===== src/rtl/wb_pkg.sv =====
// rtl/wb_pkg.sv - shared types and constants for the writeback arbiter
// Purpose: register-file geometry, the writeback request type and a
//          one-hot register decode helper used for the pending-write mask.
// Ports:   none (package).
package wb_pkg;

  localparam int REG_ADDR_W = 5;
  localparam int DATA_W     = 32;
  localparam int NUM_REGS   = 32;

  // One register-file write: destination register and value.
  typedef struct packed {
    logic [REG_ADDR_W-1:0] reg_addr;
    logic [DATA_W-1:0]     data;
  } wb_req_t;

  function automatic logic [NUM_REGS-1:0] reg_onehot(input logic [REG_ADDR_W-1:0] addr);
    logic [NUM_REGS-1:0] r;
    r       = '0;
    r[addr] = 1'b1;
    return r;
  endfunction

endpackage


===== src/rtl/wb_fifo.sv =====
// rtl/wb_fifo.sv - mult/div result queue for the writeback arbiter
// Purpose: DEPTH-entry FIFO of wb_req_t. Pointers are one bit wider than the
//          index so full and empty are distinguishable. Exposes every slot and
//          a per-slot valid vector so the owner can build a pending mask.
// Ports:   clock, ctrl_reset_n (async, active-low)
//          push/push_req   enqueue (ignored when full)
//          pop             dequeue (ignored when empty)
//          head            oldest entry
//          full/empty      occupancy flags
//          entries         raw storage, slot-indexed
//          entry_valid     bit i set when slot i holds a queued entry
module wb_fifo
  import wb_pkg::*;
#(
  parameter int DEPTH = 4
) (
  input  logic                  clock,
  input  logic                  ctrl_reset_n,
  input  logic                  push,
  input  wb_req_t               push_req,
  input  logic                  pop,
  output wb_req_t               head,
  output logic                  full,
  output logic                  empty,
  output wb_req_t [DEPTH-1:0]   entries,
  output logic    [DEPTH-1:0]   entry_valid
);

  localparam int IDX_W = $clog2(DEPTH);
  localparam int PTR_W = IDX_W + 1;

  logic [PTR_W-1:0] wr_ptr;
  logic [PTR_W-1:0] rd_ptr;
  logic [PTR_W-1:0] count;
  logic             do_push;
  logic             do_pop;
  wb_req_t          mem [DEPTH];

  assign count   = wr_ptr - rd_ptr;
  assign empty   = (wr_ptr == rd_ptr);
  assign full    = (wr_ptr[IDX_W-1:0] == rd_ptr[IDX_W-1:0]) &&
                   (wr_ptr[IDX_W] != rd_ptr[IDX_W]);
  assign do_push = push && !full;
  assign do_pop  = pop && !empty;
  assign head    = mem[rd_ptr[IDX_W-1:0]];

  always_ff @(posedge clock or negedge ctrl_reset_n) begin
    if (!ctrl_reset_n) begin
      wr_ptr <= '0;
      rd_ptr <= '0;
    end else begin
      if (do_push) wr_ptr <= wr_ptr + PTR_W'(1);
      if (do_pop)  rd_ptr <= rd_ptr + PTR_W'(1);
    end
  end

  // Payload storage needs no reset: validity comes from the pointers alone.
  always_ff @(posedge clock) begin
    if (do_push) mem[wr_ptr[IDX_W-1:0]] <= push_req;
  end

  // A slot is live when its distance from the read index (mod DEPTH) is
  // below the current occupancy.
  always_comb begin
    entry_valid = '0;
    entries     = '0;
    for (int i = 0; i < DEPTH; i++) begin
      logic [IDX_W-1:0] ofs;
      ofs            = IDX_W'(i) - rd_ptr[IDX_W-1:0];
      entry_valid[i] = ({1'b0, ofs} < count);
      entries[i]     = mem[i];
    end
  end

endmodule


===== src/rtl/wb_write_arbiter.sv =====
// rtl/wb_write_arbiter.sv - register-file writeback arbiter (ALU vs mult/div)
// Purpose: drives the single register-file write port. ALU results win every
//          cycle; mult/div results queue in wb_fifo and drain when the ALU is
//          idle. A starvation counter pulses stall_alu so a waiting head drains.
//          Optional macro WB_BYPASS_EN lets a mult/div result skip an empty
//          queue when the ALU is idle.
// Ports:   clock, ctrl_reset_n (async, active-low)
//          alu_valid/alu_reg/alu_data       ALU result, no backpressure
//          md_valid/md_ready/md_reg/md_data mult/div result handshake
//          ctrl_writeEnable/ctrl_writeReg/data_writeReg  registered write port
//          stall_alu                        registered one-cycle ALU hold
//          pending_mask                     registers targeted by queued writes
module wb_write_arbiter
  import wb_pkg::*;
#(
  parameter int FIFO_DEPTH   = 4,
  parameter int STARVE_LIMIT = 8
) (
  input  logic                  clock,
  input  logic                  ctrl_reset_n,
  input  logic                  alu_valid,
  input  logic [REG_ADDR_W-1:0] alu_reg,
  input  logic [DATA_W-1:0]     alu_data,
  input  logic                  md_valid,
  output logic                  md_ready,
  input  logic [REG_ADDR_W-1:0] md_reg,
  input  logic [DATA_W-1:0]     md_data,
  output logic                  ctrl_writeEnable,
  output logic [REG_ADDR_W-1:0] ctrl_writeReg,
  output logic [DATA_W-1:0]     data_writeReg,
  output logic                  stall_alu,
  output logic [NUM_REGS-1:0]   pending_mask
);

  localparam int CNT_W = $clog2(STARVE_LIMIT + 1);

  logic                      alu_eff;
  logic                      md_keep;
  logic                      bypass;
  logic                      fifo_push;
  logic                      fifo_pop;
  logic                      fifo_full;
  logic                      fifo_empty;
  wb_req_t                   md_req;
  wb_req_t                   alu_req;
  wb_req_t                   fifo_head;
  wb_req_t [FIFO_DEPTH-1:0]  fifo_entries;
  logic    [FIFO_DEPTH-1:0]  fifo_entry_valid;
  logic                      win_valid;
  wb_req_t                   win_req;
  logic    [CNT_W-1:0]       starve_cnt;

  assign alu_req.reg_addr = alu_reg;
  assign alu_req.data     = alu_data;
  assign md_req.reg_addr  = md_reg;
  assign md_req.data      = md_data;

  // r0 writes are architecturally meaningless: ALU treats them as idle,
  // mult/div completes the handshake but drops the payload.
  assign alu_eff  = alu_valid && (alu_reg != '0);
  assign md_ready = !fifo_full;
  assign md_keep  = md_valid && md_ready && (md_reg != '0);

`ifdef WB_BYPASS_EN
  assign bypass = md_keep && fifo_empty && !alu_eff;
`else
  assign bypass = 1'b0;
`endif

  assign fifo_push = md_keep && !bypass;
  assign fifo_pop  = !alu_eff && !fifo_empty;

  wb_fifo #(.DEPTH(FIFO_DEPTH)) u_fifo (
    .clock        (clock),
    .ctrl_reset_n (ctrl_reset_n),
    .push         (fifo_push),
    .push_req     (md_req),
    .pop          (fifo_pop),
    .head         (fifo_head),
    .full         (fifo_full),
    .empty        (fifo_empty),
    .entries      (fifo_entries),
    .entry_valid  (fifo_entry_valid)
  );

  // ALU wins even while stall_alu is up, so a misbehaving upstream never
  // loses data; the queued head simply waits another cycle.
  always_comb begin
    win_valid = 1'b1;
    win_req   = alu_req;
    if (alu_eff) begin
      win_req = alu_req;
    end else if (fifo_pop) begin
      win_req = fifo_head;
    end else if (bypass) begin
      win_req = md_req;
    end else begin
      win_valid = 1'b0;
    end
  end

  always_ff @(posedge clock or negedge ctrl_reset_n) begin
    if (!ctrl_reset_n) begin
      ctrl_writeEnable <= 1'b0;
      ctrl_writeReg    <= '0;
      data_writeReg    <= '0;
    end else begin
      ctrl_writeEnable <= win_valid;
      if (win_valid) begin
        ctrl_writeReg <= win_req.reg_addr;
        data_writeReg <= win_req.data;
      end
    end
  end

  // starve_cnt counts completed waiting cycles of the current head. On the
  // STARVE_LIMIT-th such cycle it wraps to zero and stall_alu rises for the
  // next cycle, during which the ALU is idle and the head pops.
  always_ff @(posedge clock or negedge ctrl_reset_n) begin
    if (!ctrl_reset_n) begin
      starve_cnt <= '0;
      stall_alu  <= 1'b0;
    end else if (fifo_empty || fifo_pop) begin
      starve_cnt <= '0;
      stall_alu  <= 1'b0;
    end else if (starve_cnt == CNT_W'(STARVE_LIMIT - 1)) begin
      starve_cnt <= '0;
      stall_alu  <= 1'b1;
    end else begin
      starve_cnt <= starve_cnt + CNT_W'(1);
      stall_alu  <= 1'b0;
    end
  end

  always_comb begin
    pending_mask = '0;
    for (int i = 0; i < FIFO_DEPTH; i++) begin
      if (fifo_entry_valid[i]) pending_mask = pending_mask | reg_onehot(fifo_entries[i].reg_addr);
    end
  end

endmodule


===== config.mk =====
export PLATFORM = sky130hd
export DESIGN_NAME = wb_write_arbiter
export DESIGN_NICKNAME = d
export VERILOG_FILES = /design/src/rtl/wb_pkg.sv /design/src/rtl/wb_fifo.sv /design/src/rtl/wb_write_arbiter.sv
export SDC_FILE = /design/constraint.sdc
export NUM_CORES = 1
export LEC_CHECK = 0
export ABC_CLOCK_PERIOD_IN_PS = 3700
export BUFFER_PORTS_ARGS = -buffer_cell sky130_fd_sc_hd__buf_2
export CORE_MARGIN = 1.5
export CORE_UTILIZATION = 51
export CTS_CLUSTER_DIAMETER = 80
export DETAILED_ROUTE_END_ITERATION = 8
export PLACE_DENSITY_LB_ADDON = 0.2
export SLEW_MARGIN = 30
export SYNTH_ARGS = -nofsm -noshare
export SYNTH_HDL_FRONTEND = slang
export SYNTH_SLANG_ARGS = --single-unit
export TNS_END_PERCENT = 50

===== constraint.sdc =====
create_clock -name clock -period 3.7 [get_ports clock]
set_input_delay 0.555 -clock clock [delete_from_list [all_inputs] [get_ports clock]]
set_output_delay 0.555 -clock clock [all_outputs]
set_load 0.01 [all_outputs]

# == Word-level counts from Yosys, hierarchy flattened ==
# Memories as Yosys holds them, arrays and structs flattened.
# Cells that the tools add are included.
# Widths: inputs -> output; s select.
# op_classes
n_eq_ne,4
muxes,22
n_addsub,8
order_cmp,12
n_bitwise,3
reduce_logical,17
# op_table
operator,count
$mux 32,4
$or 32x32->32,3
$mux 37,2
$lt 5x6->1 const B,4
$demux 1 s5,4
$ge 5x1->1 const B,4
$lt 2x3->1,4
$logic_and 1x1->1,11
$mux 1,10
$reduce_bool 5->1,2
$mux 4,2
$add 3x1->3 const B,2
$add 4x1->4 const B,1
$eq 4x3->1 const B,1
$sub 1x2->2 const A,2
$sub 2x2->2 const A,2
$eq 3x3->1,1
$logic_not 1->1,3
$sub 3x3->3,1
$eq 2x2->1,1
$logic_or 1x1->1,1
$ne 1x1->1,1
# word_totals
reg_bits,49
mem_bits_rw,148
mem_count,1
# mem_list
name,depth,width,read_ports,rd_ports_with_merged_regs,wr,line,text
u_fifo.mem,4,37,5,0,1,wb_fifo.sv:37,wb_req_t mem [DEPTH];

# == Longest topological paths before layout ==
# An unclocked memory read counts as a cell.
# depth
depth_word,12
depth_mapped,12

# == By module ==
# A second synthesis with hierarchy kept.
# hier_totals
cells_unflattened,537
hier_area_um2,8936.1
# modules_own_cells
module,instances,cells_per_inst,area_each_um2
wb_fifo,1,254,5914.4
wb_write_arbiter,1,283,3021.6

# == Least setup slack after synthesis ==
# Ideal clock, no wire load.
# synth_timing
path_kind,reg2reg
from,register u_fifo.rd_ptr[1]
to,memory u_fifo.mem[3][0] in the netlist's numbering (enable)
slack_ns,-0.267
stages_incl_launch_ff,8
t_required_ns,3.266
setup_ns,0.434
arrival_ns,3.533
path_cell_list,dfrtp_1 -> buf_2 -> buf_1 -> inv_1 -> ha_1 -> nand3b_1 -> o211ai_1 -> nor2_1
# synth_via
elab_chain_cells,8
# synth_rtl
item,line,text
"start, declared",wb_fifo.sv:33,logic [PTR_W-1:0] rd_ptr;
"start signal, assigned",wb_fifo.sv:53,if (do_pop) rd_ptr <= rd_ptr + PTR_W'(1);
$eq 2x2->1 *,wb_fifo.sv:41,assign full = (wr_ptr[IDX_W-1:0] == rd_ptr[IDX_W-1:0]) &&
$logic_and 1x1->1 *,wb_fifo.sv:41,
$logic_not 1->1 *,wb_write_arbiter.sv:61,assign md_ready = !fifo_full;
named net md_ready,wb_write_arbiter.sv:25,"output logic md_ready,"
$logic_and 1x1->1 (2 in a row),wb_write_arbiter.sv:62,assign md_keep = md_valid && md_ready && (md_reg != '0);
$logic_and 1x1->1 *,wb_fifo.sv:43,assign do_push = push && !full;
$mux 1 *,wb_fifo.sv:59,if (do_push) mem[wr_ptr[IDX_W-1:0]] <= push_req;
$mux 1 (implied by the code) *,wb_fifo.sv:59,
"end, declared",wb_fifo.sv:37,
# The timed path passes the listed nets; every way through them passes the cells marked *.

# == Final worst setup path ==
# layout_timing
from,register u_fifo.rd_ptr[0]
to,output pending_mask[8]
# layout_via
elab_chain_cells,9
elab_cells_between_ends,16
classes_between,add/sub: 5; order compare: 4; mux: 4; bitwise: 3
# layout_rtl
item,line,text
$sub 3x3->3 or $sub 1x2->2 (tied branches),"wb_fifo.sv:39, wb_fifo.sv:69",
$lt 2x3->1,wb_fifo.sv:70,"entry_valid[i] = ({1'b0, ofs} < count);"
$mux 32,wb_write_arbiter.sv:138,if (fifo_entry_valid[i]) pending_mask = pending_mask | reg_onehot(fifo_entries[i].reg_addr);
$or 32x32->32,wb_write_arbiter.sv:138,
$mux 32,wb_write_arbiter.sv:138,
$or 32x32->32,wb_write_arbiter.sv:138,
$mux 32,wb_write_arbiter.sv:138,
$or 32x32->32,wb_write_arbiter.sv:138,
$mux 32 *,wb_write_arbiter.sv:138,
"end, declared",wb_write_arbiter.sv:32,output logic [NUM_REGS-1:0] pending_mask
# Every way passes the cells marked *; elsewhere a longest branch is shown, timed or not.

==> reports/metrics.yaml <==
port_buffer_cells: 149
cap_viol_max_count: 0
final_core_utilization_pct: 64.3
grt_setup_unrepaired: "yes"
totalPowerFinal_mw: 9.45
ant_nets: 0
insertion_delay_ns: 0.43
global_route.usage.total_pct: 24.0
timing_worst_setup_path_type: "reg2out"
tritoncts.num_buffers: 17
clock.fmax_mhz: 277
timing.final.setup_violations: 0
critical_path.max_stage_delay_ns: 0.45
globalplace.congestion: 0.911
cts.sinks: 197
io_pins: 150
layout.cells.most_common: "sky130_fd_sc_hd__buf_2"
total_wire_length_mm: 21.0
number_of_h_tree_levels: 4
placed_cells: 996
chipWidth_um: 134
ys_seq_area_share_pct: 64.4
die_height_um: 134
layoutNonFillerInstCount: 1034
slowest_stage: "sky130_fd_sc_hd__dfrtp_2"
final-hold-violation-count: 0
clockRootBuffer: "sky130_fd_sc_hd__clkbuf_16"
largest_net_degree_at_the_start_of_global_routing: 50
worst_ep_required_time_ns: 3.14
outcome: "completed"
grt_pass1_wl_mm: 32.9
grt_overflow_total: 0
critPathLaunchType: "flop"
end_kind: "output pin"
clkSlewWorstSetupHoldPaths_ns: 0.07
placement_rows: 47
cts_hold_buf: 0
finalCritPeriodShare_pct: 97.7
slew_headroom_pct: 37.6
worst_pin_slew_ns: 0.937
timing.critical_path.fanout_max: 8
synthesis.area_um2: 8800
timing.reg2reg.worst_path_depth: 7
min-delay-path-class: "in2async"
fin_nets: 893
tritoncts: "yes"
fin_area_um2: 10700
clock_tree.buffer_depth: 2
floorplan.initialDensity_pct: 52.7
syn_to_final_growth_pct: 22.0
count_of_cell_types_in_the_netlist: 41
drt_first_pass_iters: 6
worstPathCellList: "ha_4 -> inv_1 -> fa_1 -> inv_2 -> ha_4 -> nor2_1 -> o21ai_1 -> nor3b_2 -> buf_4 -> a221oi_1 -> nand2_1 -> buf_2"
antenna_found_initial: 0
core-area_um2: 16700
commonest_cells_after_routing_fill_and_taps_aside: "sky130_fd_sc_hd__buf_2 (149), sky130_fd_sc_hd__edfxtp_1 (148), sky130_fd_sc_hd__nand2_1 (122)"
antenna_cells_inserted: 0
die-area_um2: 18100
p_leak_nw: 4.24
min_period_ns: 3.62
route.detailed.drc: 0
peak_supply_drop_v: 0.000491
syn_avg_cell_area_um2: 13.9
placement.cell_area_um2: 9970
synthCells: 633
synthesis.nets: 725
report.final.slew_viol_count: 0
ys_seq_elements: 197
finClkSkew_ns: 0.00570
dr_total_vias: 6107
rr_startpoint: "u_fifo.rd_ptr[0]"
timing.rr.end: "data_writeReg[18]"
setup_total_negative_slack_ns: 0
power_density_nw_per_um2: 880
grt_pass1_vias: 6114
vias_per_cell: 5.91
post_route_cells_drive_above_1_share_pct: 35.5
ff2ff_setup_slack_ns: 0.99
synth.yosys.warnings: 0
dp_hpwl_mm: 13.8
critPathMostFrequentCell: "sky130_fd_sc_hd__ha_4"
detail_route.iter0.violations: 545
worstPathArrival_ns: 3.06
routed_wire_length_per_instance_um: 20.4
## sequential cells by signal, indices dropped and copies added (netlist names)
| name | flops |
|---|---|
| ctrl_writeEnable | 1 |
| ctrl_writeReg | 5 |
| data_writeReg | 32 |
| stall_alu | 1 |
| starve_cnt | 4 |
| u_fifo.mem | 148 |
| u_fifo.rd_ptr | 3 |
| u_fifo.wr_ptr | 3 |
## logic make-up after synthesis
logic type      Yosys count  share of synthesized area [%]
mux                      38                           9.59
buf+inv                  43                           2.02
fa+ha+maj                14                           2.08
xor+xnor                  7                          0.881
compound gates          106                           8.66
flops                   197                           64.4
simple gates            228                           12.4
## final cells by class
| type | instances | area, µm² |
|---|---|---|
| Clock buffer | 18 | 439 |
| Clock inverter | 14 | 138 |
| Fill cell | 1275 | 5960 |
| Inverter | 11 | 41.3 |
| Multi-Input combinational cell | 393 | 3110 |
| Sequential cell | 197 | 5670 |
| Tap cell | 220 | 275 |
| Timing Repair Buffer | 181 | 1060 |
## worst max-delay path by stage
stage                           startpoint               end  slack [ns]  depth (start not counted)
after CTS                 u_fifo.wr_ptr[0]  pending_mask[27]       0.002                         12
after detailed placement  u_fifo.wr_ptr[0]  pending_mask[11]        0.20                         12
final                     u_fifo.rd_ptr[0]   pending_mask[8]        0.08                         12
after global placement    u_fifo.wr_ptr[0]   pending_mask[0]        0.25                         13
after global routing      u_fifo.wr_ptr[0]  pending_mask[27]       -0.05                         12
after floorplan           u_fifo.rd_ptr[1]  u_fifo.mem[0][0]       -0.23                          7
## cells in the mapped netlist
cell type	number	area, µm²
sky130_fd_sc_hd__and3b_2	4	40.0
sky130_fd_sc_hd__o21a_1	2	15.0
sky130_fd_sc_hd__clkbuf_1	23	86.3
sky130_fd_sc_hd__and3_1	6	37.5
sky130_fd_sc_hd__nor3_1	9	45.0
sky130_fd_sc_hd__edfxtp_1	148	4440
sky130_fd_sc_hd__buf_2	7	35.0
sky130_fd_sc_hd__nor3b_2	7	87.6
sky130_fd_sc_hd__a222oi_1	2	20.0
sky130_fd_sc_hd__a22oi_1	58	435
sky130_fd_sc_hd__nor3_2	1	10.0
sky130_fd_sc_hd__nor4b_1	1	8.76
sky130_fd_sc_hd__o21ai_0	2	10.0
sky130_fd_sc_hd__and2b_1	1	7.51
sky130_fd_sc_hd__a221oi_1	1	8.76
sky130_fd_sc_hd__buf_6	1	11.3
sky130_fd_sc_hd__nand3b_1	1	7.51
sky130_fd_sc_hd__inv_1	11	41.3
sky130_fd_sc_hd__o21a_4	1	15.0
sky130_fd_sc_hd__o21ai_2	1	8.76
sky130_fd_sc_hd__or4_1	2	15.0
sky130_fd_sc_hd__nand3_1	3	15.0
sky130_fd_sc_hd__nor2_1	48	180
sky130_fd_sc_hd__a22o_1	2	17.5
sky130_fd_sc_hd__xor2_1	1	8.76
sky130_fd_sc_hd__a21oi_1	1	5.00
sky130_fd_sc_hd__nor2b_1	2	12.5
sky130_fd_sc_hd__a31oi_1	35	219
sky130_fd_sc_hd__fa_1	1	20.0
sky130_fd_sc_hd__dfrtp_1	49	1230
sky130_fd_sc_hd__o211ai_1	1	7.51
sky130_fd_sc_hd__nor3b_1	13	97.6
sky130_fd_sc_hd__mux2_2	1	11.3
sky130_fd_sc_hd__ha_1	13	163
sky130_fd_sc_hd__nor4_1	2	12.5
sky130_fd_sc_hd__and3b_1	6	52.6
sky130_fd_sc_hd__xnor2_1	5	43.8
sky130_fd_sc_hd__buf_1	1	3.75
sky130_fd_sc_hd__mux4_2	37	833
sky130_fd_sc_hd__xor3_2	1	25.0
sky130_fd_sc_hd__nand2_1	122	458
## critical path: cells and delay by family (launching register included)
kind,cells,cell delay [ns]
flops,1,0.45
compound gates,2,0.41
fa+ha+maj,3,0.80
simple gates,3,0.45
buf+inv,4,0.53
## metrics by stage
stage	hold WS [ns]	setup WS, ns
finish	0.252	0.0844
global route	0.296	-0.0499
CTS	0.273	0.00188
detailed placement	0.479	0.199
global placement	0.452	0.250
floorplan	0.259	-0.231
## report_power, final
| part | switching, mW | leakage [nW] | internal [mW] |
|---|---|---|---|
| Combinational | 2.46 | 2.04 | 1.87 |
| Sequential | 0.303 | 1.92 | 3.04 |
| Clock | 0.864 | 0.277 | 0.912 |
## routing by layer
| metal | up-vias | global-route usage (%) | wire [µm] |
|---|---|---|---|
| met5 | - | 0 | 0 |
| met4 | 0 | 8.36 | 410 |
| met3 | 36 | 4.20 | 1310 |
| met2 | 253 | 39.6 | 10400 |
| met1 | 3054 | 32.4 | 8960 |
| li1 | 2764 | - | - |
## what timing repair did
action                                  in CTS  in global routing
gates resized for setup                     10                 17
endpoints found under the setup margin      32                 26
setup buffers                                1                  6
pin swaps                                    1                 10
No activity file was read; power rests on OpenSTA's default activity.
